File: src/rtl/load_mem_stage_pkg.sv
// rtl/load_mem_stage_pkg.sv - shared types and widths for the load memory-access stage
// Holds the MEM_SIZE and LD_STATE enums and the captured load request packet.
package load_mem_stage_pkg;

  localparam int XLEN      = 32;
  localparam int LQ_IDX_W  = 3;
  localparam int ROB_IDX_W = 5;
  localparam int PREG_W    = 6;

  typedef enum logic [1:0] {
    MEM_BYTE = 2'd0,
    MEM_HALF = 2'd1,
    MEM_WORD = 2'd2
  } mem_size_e;

  typedef enum logic [2:0] {
    LD_IDLE     = 3'd0,
    LD_CHECK    = 3'd1,
    LD_MEM_REQ  = 3'd2,
    LD_MEM_WAIT = 3'd3,
    LD_WB       = 3'd4,
    LD_DRAIN    = 3'd5
  } ld_state_e;

  typedef struct packed {
    logic [LQ_IDX_W-1:0]  lq_idx;
    logic [ROB_IDX_W-1:0] rob_idx;
    logic [PREG_W-1:0]    dest;
    logic [XLEN-1:0]      addr;
    mem_size_e            size;
    logic                 is_unsigned;
  } load_req_packet_t;

  // Halves must sit on even bytes and words on word boundaries.
  function automatic logic is_misaligned(input logic [1:0] off, input logic [1:0] size);
    case (size)
      2'd1:    is_misaligned = off[0];
      2'd2:    is_misaligned = (off != 2'd0);
      default: is_misaligned = 1'b0;
    endcase
  endfunction

endpackage

File: src/rtl/load_align.sv
// rtl/load_align.sv - combinational byte/half/word extraction with sign or zero extension
// Also reused by the SQ forward path, so it stays free of any stage state.
module load_align
  import load_mem_stage_pkg::*;
(
  input  logic [XLEN-1:0] word,
  input  logic [1:0]      off,
  input  mem_size_e       size,
  input  logic            is_unsigned,
  output logic [XLEN-1:0] value
);

  logic [XLEN-1:0] shifted;
  logic            sign_fill;

  always_comb begin
    shifted   = word >> {off, 3'b000};
    sign_fill = 1'b0;
    value     = shifted;
    case (size)
      MEM_BYTE: begin
        sign_fill = ~is_unsigned & shifted[7];
        value     = {{(XLEN-8){sign_fill}}, shifted[7:0]};
      end
      MEM_HALF: begin
        sign_fill = ~is_unsigned & shifted[15];
        value     = {{(XLEN-16){sign_fill}}, shifted[15:0]};
      end
      default: value = shifted;
    endcase
  end

endmodule

File: src/rtl/load_mem_stage.sv
// rtl/load_mem_stage.sv - load memory stage: SQ check, forward or D-cache read, align, CDB writeback
// Optional LOAD_FWD_EN enables store-to-load forwarding; otherwise a forward hit stalls like a block.
module load_mem_stage
  import load_mem_stage_pkg::*;
(
  input  logic                 clock,
  input  logic                 reset,
  input  logic                 lq_req_valid,
  output logic                 lq_req_ready,
  input  logic [LQ_IDX_W-1:0]  lq_req_lq_idx,
  input  logic [ROB_IDX_W-1:0] lq_req_rob_idx,
  input  logic [PREG_W-1:0]    lq_req_dest,
  input  logic [XLEN-1:0]      lq_req_addr,
  input  logic [1:0]           lq_req_size,
  input  logic                 lq_req_unsigned,
  output logic [XLEN-1:0]      sq_query_addr,
  output logic [1:0]           sq_query_size,
  output logic [LQ_IDX_W-1:0]  sq_query_lq_idx,
  input  logic                 sq_block,
  input  logic                 sq_fwd_hit,
  input  logic [XLEN-1:0]      sq_fwd_data,
  output logic                 dc_req_valid,
  output logic [XLEN-1:0]      dc_req_addr,
  input  logic                 dc_req_ready,
  input  logic                 dc_rsp_valid,
  input  logic [XLEN-1:0]      dc_rsp_data,
  output logic                 cdb_req_valid,
  input  logic                 cdb_grant,
  output logic [ROB_IDX_W-1:0] cdb_rob_idx,
  output logic [PREG_W-1:0]    cdb_dest,
  output logic [XLEN-1:0]      cdb_value,
  output logic                 lq_done_valid,
  output logic [LQ_IDX_W-1:0]  lq_done_idx,
  input  logic                 squash,
  output logic                 busy
);

  ld_state_e        state;
  load_req_packet_t hold;
  load_req_packet_t req_pkt;
  logic [XLEN-1:0]  word_in;
  logic [XLEN-1:0]  aligned;
  logic             sq_stall;
  logic             fwd_take;

  always_comb begin
    req_pkt.lq_idx      = lq_req_lq_idx;
    req_pkt.rob_idx     = lq_req_rob_idx;
    req_pkt.dest        = lq_req_dest;
    req_pkt.addr        = lq_req_addr;
    req_pkt.size        = mem_size_e'(lq_req_size);
    req_pkt.is_unsigned = lq_req_unsigned;
  end

`ifdef LOAD_FWD_EN
  assign sq_stall = sq_block;
  assign fwd_take = sq_fwd_hit;
  assign word_in  = (state == LD_CHECK) ? sq_fwd_data : dc_rsp_data;
`else
  // Without forwarding a covering store is simply waited out until it retires.
  logic unused_fwd_data;
  assign sq_stall        = sq_block | sq_fwd_hit;
  assign fwd_take        = 1'b0;
  assign word_in         = dc_rsp_data;
  assign unused_fwd_data = ^sq_fwd_data;
`endif

  load_align u_align (
    .word        (word_in),
    .off         (hold.addr[1:0]),
    .size        (hold.size),
    .is_unsigned (hold.is_unsigned),
    .value       (aligned)
  );

  always_ff @(posedge clock or posedge reset) begin
    if (reset) begin
      state     <= LD_IDLE;
      hold      <= '0;
      cdb_value <= '0;
    end else begin
      case (state)
        LD_IDLE: begin
          if (lq_req_valid && lq_req_ready) begin
            hold  <= req_pkt;
            state <= LD_CHECK;
          end
        end
        LD_CHECK: begin
          if (squash) begin
            state <= LD_IDLE;
          end else if (sq_stall) begin
            state <= LD_CHECK;
          end else if (fwd_take) begin
            cdb_value <= aligned;
            state     <= LD_WB;
          end else begin
            state <= LD_MEM_REQ;
          end
        end
        LD_MEM_REQ: begin
          // An accepted request still owes us a response, so a squash must drain it.
          if (dc_req_ready) begin
            state <= squash ? LD_DRAIN : LD_MEM_WAIT;
          end else if (squash) begin
            state <= LD_IDLE;
          end
        end
        LD_MEM_WAIT: begin
          if (dc_rsp_valid) begin
            if (squash) begin
              state <= LD_IDLE;
            end else begin
              cdb_value <= aligned;
              state     <= LD_WB;
            end
          end else if (squash) begin
            state <= LD_DRAIN;
          end
        end
        LD_WB: begin
          if (squash || cdb_grant) begin
            state <= LD_IDLE;
          end
        end
        LD_DRAIN: begin
          if (dc_rsp_valid) begin
            state <= LD_IDLE;
          end
        end
        default: state <= LD_IDLE;
      endcase
    end
  end

  assign lq_req_ready    = (state == LD_IDLE) && !squash && !reset;
  assign busy            = (state != LD_IDLE);
  assign sq_query_addr   = hold.addr;
  assign sq_query_size   = hold.size;
  assign sq_query_lq_idx = hold.lq_idx;
  assign dc_req_valid    = (state == LD_MEM_REQ);
  assign dc_req_addr     = {hold.addr[XLEN-1:2], 2'b00};
  assign cdb_req_valid   = (state == LD_WB);
  assign cdb_rob_idx     = hold.rob_idx;
  assign cdb_dest        = hold.dest;
  // Squash wins over a same-cycle grant, so the done pulse is suppressed.
  assign lq_done_valid   = (state == LD_WB) && cdb_grant && !squash;
  assign lq_done_idx     = lq_done_valid ? hold.lq_idx : '0;

  a_aligned_req: assert property (@(posedge clock) disable iff (reset)
    (lq_req_valid && lq_req_ready) |-> !is_misaligned(lq_req_addr[1:0], lq_req_size));

endmodule
File: config.mk
export PLATFORM = sky130hd
export DESIGN_NAME = load_mem_stage
export DESIGN_NICKNAME = d
export VERILOG_FILES = /design/src/rtl/load_mem_stage_pkg.sv /design/src/rtl/load_align.sv /design/src/rtl/load_mem_stage.sv
export SDC_FILE = /design/constraint.sdc
export NUM_CORES = 1
export LEC_CHECK = 0
export ABC_AREA = 1
export CAP_MARGIN = 25
export CORE_MARGIN = 2
export CORE_UTILIZATION = 37
export CTS_BUF_LIST = sky130_fd_sc_hd__clkbuf_4
export CTS_CLUSTER_SIZE = 30
export DETAILED_ROUTE_END_ITERATION = 12
export GPL_TIMING_DRIVEN = 1
export PLACE_DENSITY_LB_ADDON = 0.25
export SYNTH_ARGS = -nofsm -noshare
export SYNTH_HDL_FRONTEND = slang
export SYNTH_SLANG_ARGS = --single-unit
File: constraint.sdc
create_clock -name clock -period 2.45 [get_ports clock]
set_input_delay 0.245 -clock clock [delete_from_list [all_inputs] [get_ports clock]]
set_output_delay 0.245 -clock clock [all_outputs]
set_load 0.02 [all_outputs]
==> impl_metrics.json <==
{
  "syn-cell-area_um2": 4550,
  "crit_path_max_incr_delay_ns": 0.55,
  "tightest_slew_ns": 0.795,
  "critPathMaxFanout": 5,
  "drtAntennaViolNets": 0,
  "core_um2": 12000,
  "min_path_cells": 3,
  "crit_path_end_kind": "output port",
  "port_buffers": 207,
  "pre_cts_ws_ns": 0.299,
  "viasPerCell": 4.75,
  "fin_skew_ns": 0.0126,
  "worstRegToRegCells": 7,
  "power_density_nw_per_um2": 1230,
  "hp-class": "in2reg",
  "r2r-start": "sq_query_addr[0]$_DFFE_PP0P_",
  "ys_seq_area_frac": 0.462,
  "cts.clk_slew.worst_paths_ns": 0.15,
  "hold_violations": 0,
  "start_util": 0.378,
  "layout_common_cells": "202 x clkdlybuf4s50_1, 146 x nand2_1, 89 x inv_1",
  "ys_ff_latch": 84,
  "cts_hold_buf": 0,
  "outcome": "finished clean",
  "clock_path_buffers": 2,
  "fin_crit_ns": 2.19,
  "drive_gt1_frac": 0.0517,
  "cts.sinks": 84,
  "area_growth_pct": 46.2,
  "tns_ns": 0,
  "min_period_over_period": 0.895,
  "hpwl_um": 9770,
  "die_w_um": 115,
  "firstDrtPassIters": 5,
  "wl_per_cell_um": 14.4,
  "final_net_count": 891,
  "crit_slowest_cell": "clkdlybuf4s50_1",
  "placed_cells": 905,
  "holdWs_ns": 0.339,
  "synth_top_cell_area_share": 0.462,
  "max_cap_viol_count": 0,
  "start_kind": "register",
  "htreeDepth": 3,
  "io_pins": 242,
  "grt_use_total": 0.201,
  "setup_ws_ns": 0.258,
  "peakVddDrop_uv": 678,
  "vias": 4374,
  "critPathRequiredTime_ns": 2.20,
  "synth_area_leader_cell": "dfrtp_1",
  "mostFrequentLayoutCell": "clkdlybuf4s50_1",
  "critPathMostFrequentCell": "inv_1",
  "grt_overflow_total": 0,
  "ys_types": 25,
  "die-height_um": 115,
  "r2r_slack_ns": 0.36,
  "relSlewSlack": 0.470,
  "clock-root-buffer": "clkbuf_4",
  "syn_avg_cell_area_um2": 7.53,
  "drtIter0Drc": 399,
  "synth.area.top_cells": "dfrtp_1 46%, nand2_1 12%, inv_1 7.4%",
  "path_cells": "inv_1, nand2_1, nor2_2, inv_1, clkdlybuf4s50_1",
  "worstSetupPathType": "reg2out",
  "fmax_mhz": 456,
  "power_leakage_nw": 3.34,
  "drc_errors": 0,
  "critical_path_arrival_ns": 1.95,
  "n_antenna_cell": 0,
  "slew_violations": 0,
  "gp_congestion": 0.870,
  "worstReg2RegEnd": "cdb_value[31]$_DFFE_PP0P_",
  "cts_made_buffers": 9,
  "finalNonFillerCells": 921,
  "cts_tree": "built",
  "setup_viol_count_final": 0,
  "clock_latency_ns": 0.43,
  "ys_warn_count": 0,
  "finalPower_mw": 8.16,
  "grt_pass1_vias": 4327,
  "antenna_found_initial": 0,
  "fp-row-count": 40,
  "holdPathEnd": "sq_query_addr[2]$_DFFE_PP0P_",
  "dieArea_um2": 13200,
  "hp-start": "lq_req_addr[2]",
  "drt-total-wl_um": 13300,
  "rsz0062_at_grt": "false",
  "grt_max_degree": 99,
  "syn_inst": 604,
  "grt_pass1_wl_um": 21100
}
==> cell usage after synthesis <==
| master | n |
|---|---|
| buf_6 | 8 |
| conb_1 | 1 |
| nand3_1 | 67 |
| a21oi_2 | 1 |
| a21oi_1 | 6 |
| buf_2 | 7 |
| nand4_1 | 2 |
| clkbuf_1 | 10 |
| nor2_2 | 1 |
| inv_1 | 90 |
| nor2_4 | 2 |
| or2_2 | 1 |
| inv_2 | 4 |
| nand2_1 | 146 |
| dfrtp_1 | 84 |
| or2_1 | 9 |
| o21ai_1 | 17 |
| nor2_1 | 52 |
| nand4_4 | 1 |
| o31ai_1 | 1 |
| o21ai_0 | 51 |
| a31oi_1 | 1 |
| buf_4 | 37 |
| nand3_4 | 2 |
| nor3_1 | 3 |
==> final cells by class <==
class	instances	area [µm²]
Clock buffer	10	75.1
Clock inverter	6	111
Fill cell	1160	5370
Inverter	94	357
Multi-Input combinational cell	365	1660
Sequential cell	84	2100
Tap cell	147	184
Timing Repair Buffer	215	2150
==> state kept, by name (all words and copies together) (netlist names) <==
| signal | cells |
|---|---|
| cdb_dest | 6 |
| sq_query_lq_idx | 3 |
| sq_query_size | 2 |
| sq_query_addr | 32 |
| cdb_rob_idx | 5 |
| hold | 1 |
| cdb_value | 32 |
| state | 3 |
==> where the power goes <==
part           switching [mW]  internal (mW)
clock network           0.509          0.530
registers               0.464           2.00
logic                    2.57           2.08
==> worst max path at each step <==
stage,from,end,slack [ns],cells past startpoint
after floorplan,reset,sq_query_addr[3]$_DFFE_PP0P_,0.04,5
after global placement,squash,lq_done_idx[1],0.32,5
after detailed placement,squash,lq_done_idx[2],0.30,5
after CTS,state[0]$_DFFE_PP0P_,lq_req_ready,0.0002,6
after global routing,state[1]$_DFFE_PP0P_,busy,0.10,5
final,state[0]$_DFFE_PP0P_,busy,0.26,5
==> stage by stage <==
stage                util  cell area [µm²]
finish              0.553             6650
global route        0.553             6650
CTS                 0.553             6640
detailed placement  0.537             6450
global placement    0.535             6420
floorplan               -             4550
==> per-layer routing <==
layer  wire length [µm]  GRT usage  share of wire
met5                  0          0              0
met4                169     0.0635          0.013
met3               1350     0.0654           0.10
met2               6220      0.331           0.47
met1               5530      0.253           0.42
==> worst max-delay path, delay by kind of cell, from the launching register on <==
kind | cells | cell delay, ns
buf+inv | 3 | 0.78
flops | 1 | 0.44
simple gates | 2 | 0.29
==> repair_timing <==
action | 4_1_cts | 5_1_grt
buffers inserted | 0 | 0
setup endpoints to repair | 5 | 2
gates resized for setup | 5 | 3
hold endpoints to repair | 0 | 0
==> cell families (layout without fill, tap and decap cells) <==
| logic type | Yosys count | in the layout | synth area share |
|---|---|---|---|
| compound gates | 77 | 77 | 0.0864 |
| buf+inv | 156 | 325 | 0.175 |
| simple gates | 286 | 286 | 0.276 |
| other cells | 1 | 2 | 0.000825 |
| flops | 84 | 84 | 0.462 |
Note: power is estimated with default switching activity, not from simulation.
